## config.mk

```make
export PLATFORM = sky130hd
export DESIGN_NAME = rcc_eth_clk_mode_seq
export DESIGN_NICKNAME = d
export VERILOG_FILES = /design/src/rtl/rcc_eth_clk_mode_seq.sv
export SDC_FILE = /design/constraint.sdc
export NUM_CORES = 1
export LEC_CHECK = 0
export ABC_AREA = 1
export CAP_MARGIN = 20
export CORE_UTILIZATION = 55
export DETAILED_ROUTE_END_ITERATION = 16
export PLACE_DENSITY_LB_ADDON = 0.15
export SYNTH_ARGS = -nofsm -noshare
export SYNTH_HDL_FRONTEND = slang
export SYNTH_SLANG_ARGS = --single-unit
```

## constraint.sdc

```tcl
create_clock -name clk -period 1.8 [get_ports clk]
set_input_delay 0.54 -clock clk [delete_from_list [all_inputs] [get_ports clk]]
set_output_delay 0.54 -clock clk [all_outputs]
set_load 0.005 [all_outputs]
```

## src/rtl/rcc_eth_clk_mode_seq.sv

```systemverilog
// Glitch-safe sequencer for the RCC Ethernet kernel clock mode selects.
// Each mode change gates the MAC clocks off, switches the selects, waits for the ack and a settle time, then re-opens the gate.
module rcc_eth_clk_mode_seq #(
   parameter int GATE_WAIT  = 4,
   parameter int SETTLE_CYC = 8,
   parameter int TIMEOUT    = 256,
   parameter int CW         = 9
) (
   input  logic clk,
   input  logic rst_n,
   input  logic cfg_req,
   input  logic cfg_fes,
   input  logic cfg_epis_2,
   output logic cfg_busy,
   output logic cfg_done,
   output logic cfg_err,
   output logic eth_rcc_fes,
   output logic eth_rcc_epis_2,
   output logic eth_clk_gate_en,
   input  logic rcc_eth_sw_ack
);

   typedef enum logic [2:0] {
      S_IDLE,
      S_GATE_OFF,
      S_SWITCH,
      S_SETTLE,
      S_GATE_ON
   } state_t;

   localparam logic [CW-1:0] C_GATE_LD   = CW'(GATE_WAIT - 1);
   localparam logic [CW-1:0] C_SETTLE_LD = CW'(SETTLE_CYC - 1);
   localparam logic [CW-1:0] C_TO_LD     = CW'(TIMEOUT - 1);

   state_t        r_state, w_state_nxt;
   logic [CW-1:0] r_cnt, w_cnt_nxt;
   logic          r_ack_q;
   logic          r_pending, w_pending_nxt;
   logic [1:0]    r_pend_mode, w_pend_mode_nxt;
   logic [1:0]    r_new_mode, w_new_mode_nxt;
   logic [1:0]    r_old_mode, w_old_mode_nxt;
   logic [1:0]    r_sel, w_sel_nxt;
   logic          r_gate, w_gate_nxt;
   logic          r_busy, w_busy_nxt;
   logic          r_done, w_done_nxt;
   logic          r_err, w_err_nxt;
   logic          w_ack_rise;
   logic          w_cnt_zero;
   logic [1:0]    w_req_mode;
   logic [1:0]    w_target;

   // Only a fresh rising edge counts, so a level left high from an earlier switch is never taken as an ack.
   assign w_ack_rise = rcc_eth_sw_ack & ~r_ack_q;
   assign w_cnt_zero = (r_cnt == '0);
   assign w_req_mode = {cfg_fes, cfg_epis_2};
   assign w_target   = r_pending ? r_pend_mode : w_req_mode;

   always_ff @(posedge clk) begin
      if (!rst_n) begin
         r_state     <= S_IDLE;
         r_cnt       <= '0;
         r_ack_q     <= 1'b0;
         r_pending   <= 1'b0;
         r_pend_mode <= 2'b00;
         r_new_mode  <= 2'b00;
         r_old_mode  <= 2'b00;
         r_sel       <= 2'b00;
         r_gate      <= 1'b1;
         r_busy      <= 1'b0;
         r_done      <= 1'b0;
         r_err       <= 1'b0;
      end else begin
         r_state     <= w_state_nxt;
         r_cnt       <= w_cnt_nxt;
         r_ack_q     <= rcc_eth_sw_ack;
         r_pending   <= w_pending_nxt;
         r_pend_mode <= w_pend_mode_nxt;
         r_new_mode  <= w_new_mode_nxt;
         r_old_mode  <= w_old_mode_nxt;
         r_sel       <= w_sel_nxt;
         r_gate      <= w_gate_nxt;
         r_busy      <= w_busy_nxt;
         r_done      <= w_done_nxt;
         r_err       <= w_err_nxt;
      end
   end

   always_comb begin
      w_state_nxt     = r_state;
      w_cnt_nxt       = r_cnt;
      w_pending_nxt   = r_pending;
      w_pend_mode_nxt = r_pend_mode;
      w_new_mode_nxt  = r_new_mode;
      w_old_mode_nxt  = r_old_mode;
      w_sel_nxt       = r_sel;
      w_gate_nxt      = r_gate;
      w_busy_nxt      = r_busy;
      w_done_nxt      = 1'b0;
      w_err_nxt       = r_err;

      // One-deep, last-wins holding slot for requests arriving mid-sequence.
      if (cfg_req && r_busy) begin
         w_pending_nxt   = 1'b1;
         w_pend_mode_nxt = w_req_mode;
      end

      case (r_state)
         S_IDLE: begin
            if (r_pending || cfg_req) begin
               w_pending_nxt   = r_pending & cfg_req;
               w_pend_mode_nxt = (r_pending & cfg_req) ? w_req_mode : r_pend_mode;
               w_err_nxt       = 1'b0;
               if (w_target == r_sel) begin
                  w_done_nxt = 1'b1;
               end else begin
                  w_new_mode_nxt = w_target;
                  w_old_mode_nxt = r_sel;
                  w_gate_nxt     = 1'b0;
                  w_busy_nxt     = 1'b1;
                  w_cnt_nxt      = C_GATE_LD;
                  w_state_nxt    = S_GATE_OFF;
               end
            end
         end
         S_GATE_OFF: begin
            if (w_cnt_zero) begin
               w_sel_nxt   = r_new_mode;
               w_cnt_nxt   = C_TO_LD;
               w_state_nxt = S_SWITCH;
            end else begin
               w_cnt_nxt = r_cnt - CW'(1);
            end
         end
         S_SWITCH: begin
            if (w_ack_rise) begin
               w_cnt_nxt   = C_SETTLE_LD;
               w_state_nxt = S_SETTLE;
            end else if (w_cnt_zero) begin
               w_sel_nxt   = r_old_mode;
               w_err_nxt   = 1'b1;
               w_cnt_nxt   = C_SETTLE_LD;
               w_state_nxt = S_SETTLE;
            end else begin
               w_cnt_nxt = r_cnt - CW'(1);
            end
         end
         S_SETTLE: begin
            if (w_cnt_zero) begin
               w_gate_nxt  = 1'b1;
               w_done_nxt  = 1'b1;
               w_state_nxt = S_GATE_ON;
            end else begin
               w_cnt_nxt = r_cnt - CW'(1);
            end
         end
         S_GATE_ON: begin
            w_busy_nxt  = 1'b0;
            w_state_nxt = S_IDLE;
         end
         default: w_state_nxt = S_IDLE;
      endcase
   end

   assign cfg_busy        = r_busy;
   assign cfg_done        = r_done;
   assign cfg_err         = r_err;
   assign eth_rcc_fes     = r_sel[1];
   assign eth_rcc_epis_2  = r_sel[0];
   assign eth_clk_gate_en = r_gate;

endmodule
```

==> results_dict.tcl <==
set metrics [dict create \
    clkSlewWorstSetupHoldPaths_ps 130 \
    io_buffers 11 \
    gp_congestion 0.868 \
    finish.net_count 285 \
    layout_common_cells "nand2_1, nor2_1, inv_1" \
    min_from "eth_clk_gate_en" \
    ctsResizeCount 0 \
    p_per_area_mw_per_mm2 1810 \
    power_mw 3.25 \
    ys_seq_elements 26 \
    gr-total-overflow 0 \
    p_leak_nw 0.907 \
    fin_util 0.699 \
    maxCapViolCount 0 \
    timing.rr.end "r_cnt[8]" \
    core.rowCount 18 \
    hold_viol 0 \
    drive_gt1_frac 0.125 \
    irDropWorstVdd_v 0.00105 \
    synth_cell_type_count 23 \
    vias 1559 \
    grt_max_degree 16 \
    design.core.area_mm2 0.00257 \
    crit_buf_inv 1 \
    clk-insertion-delay-late_ps 320 \
    grt_usage 0.246 \
    cp_slowest_cell "clkdlybuf4s50_1" \
    grt-busiest-layer "met2" \
    antenna_left 0 \
    mostFrequentLayoutCell "nand2_1" \
    start_kind "register" \
    h-tree-depth 1 \
    cp_max_fo 3 \
    hold-worst-slack_ps 456 \
    cp_data_arrival_time_ps 1200 \
    crit_end "cfg_busy" \
    wire_per_inst_um 10.9 \
    cts.path.max_buffers 2 \
    grt_util_met3 0.0250 \
    r2r_setup_slack_ps 210 \
    synthesis.area_mm2 0.00154 \
    cp-end-kind "primary output" \
    die_height_um 54.8 \
    critical_path_class "reg -> out" \
    antenna_cells 0 \
    fmax_mhz 573 \
    period_share 0.969 \
    ios 12 \
    grt_pass1_wl_um 5310 \
    drc 0 \
    r2r_start "r_cnt[0]" \
    worst_ep_required_time_ps 1260 \
    clkSinkCount 26 \
    drt-pass1-iter-count 4 \
    max-slew-margin-rel 0.665 \
    cp_top_family "buffers and inverters" \
    reg2reg_depth 11 \
    path_depth 1 \
    slew_violations 0 \
    fillers 244 \
    antenna_found_initial 0 \
    outcome "finished, final reports clean" \
    hpwl_um 2580 \
    worstMarginPinSlew_ps 502 \
    fin_worst_skew_ps 1.40 \
    placed_area_mm2 0.00176 \
    cpPeakStageDelay_ps 510 \
    die_width_um 54.8 \
    ys_seq_area_frac 0.339 \
    path_cells "clkdlybuf4s50_1" \
    fin_area_mm2 0.00179 \
    vias_per_cell 5.15 \
    cts_setup_buffers 0 \
    totalWireLength_um 3310 \
    synthCells 249 \
    drt_iter0_markers 38 \
    synthesis.nets 259 \
    use_met1 0.310 \
    cts_buffers 3 \
    setup_violations 0 \
    worst_hold_path_type "reg -> reg" \
    area_growth_pct 16.9 \
    cts_tree "yes" \
    avgSynthCellArea_um2 6.17 \
    crit_start "cfg_busy" \
    start_util 0.598 \
    use_met2 0.438 \
    rsz0062_at_grt "no" \
    period_minus_slack_ps 1740 \
    hold_buffers 0 \
    cts_root_buf "clkbuf_4" \
    grt_pass1_vias 1306 \
    dieArea_mm2 0.00301 \
    yosys_warnings 0 \
]
-- metrics by stage --
step           setup TNS [ps]  instances  worst slack, ps
3_3_place_gp            -3140        300             -219
6_report                    0        303             55.4
4_1_cts                     0        303             9.88
5_1_grt                     0        303             10.3
2_1_floorplan               0        249              341
3_5_place_dp            -3710        300             -274
-- area by class of cell --
cell class              instances  area, um^2  area share
inverters                      38         143      0.0795
clock buffers                   3        22.5      0.0126
repair buffers                 23         200       0.112
well taps                      30        37.5      0.0209
flip-flops and latches         26         523       0.291
multi-input cells             183         868       0.484
-- report_power, final --
part	internal [mW]	switching, mW
Sequential	0.790	0.155
Clock	0.0785	0.169
Combinational	0.808	1.25
Total	1.68	1.57
-- synth_stat cells --
cell type,number,share of area
nand2_1,75,0.18
nor2_1,37,0.090
inv_1,34,0.083
dfxtp_1,26,0.34
nand3_1,18,0.059
o21ai_0,16,0.052
a21oi_1,13,0.042
ha_1,4,0.033
inv_2,4,0.0098
nand2_2,3,0.012
nand4_1,3,0.012
a211oi_1,2,0.0098
nand3_2,2,0.013
nor2_4,2,0.015
nor3_1,2,0.0065
a21oi_2,1,0.0057
a31oi_1,1,0.0041
buf_4,1,0.0049
clkbuf_1,1,0.0024
nand2_4,1,0.0073
nor2_2,1,0.0041
xnor2_1,1,0.0057
xor2_1,1,0.0057
-- routing by layer --
| layer | vias up | routed length (um) |
|---|---|---|
| met1 | 698 | 1650 |
| met5 | - | 0 |
| met3 | 4 | 89 |
| li1 | 830 | - |
| met2 | 27 | 1540 |
| met4 | 0 | 31 |
-- cell families after synthesis --
group,after synthesis,share of synthesized area
buf+inv,40,0.100
xor+xnor,2,0.0114
compound gates,33,0.114
simple gates,144,0.403
fa+ha+maj,4,0.0326
flops,26,0.339
-- sequential cells by signal (all words and copies together) (netlist names), 2 cells and up --
register,count
r_new_mode,2
r_old_mode,2
r_pend_mode,2
r_sel,2
r_cnt,9
r_state,3
-- worst min-delay path by stage --
stage,slack [ps],cells past startpoint,to
3_3_place_gp,430,2,eth_clk_gate_en
5_1_grt,480,2,r_old_mode[0]
2_1_floorplan,420,2,r_old_mode[0]
4_1_cts,460,2,eth_clk_gate_en
6_report,460,2,eth_clk_gate_en
3_5_place_dp,440,2,eth_clk_gate_en
(Power assumes the default switching activity.)
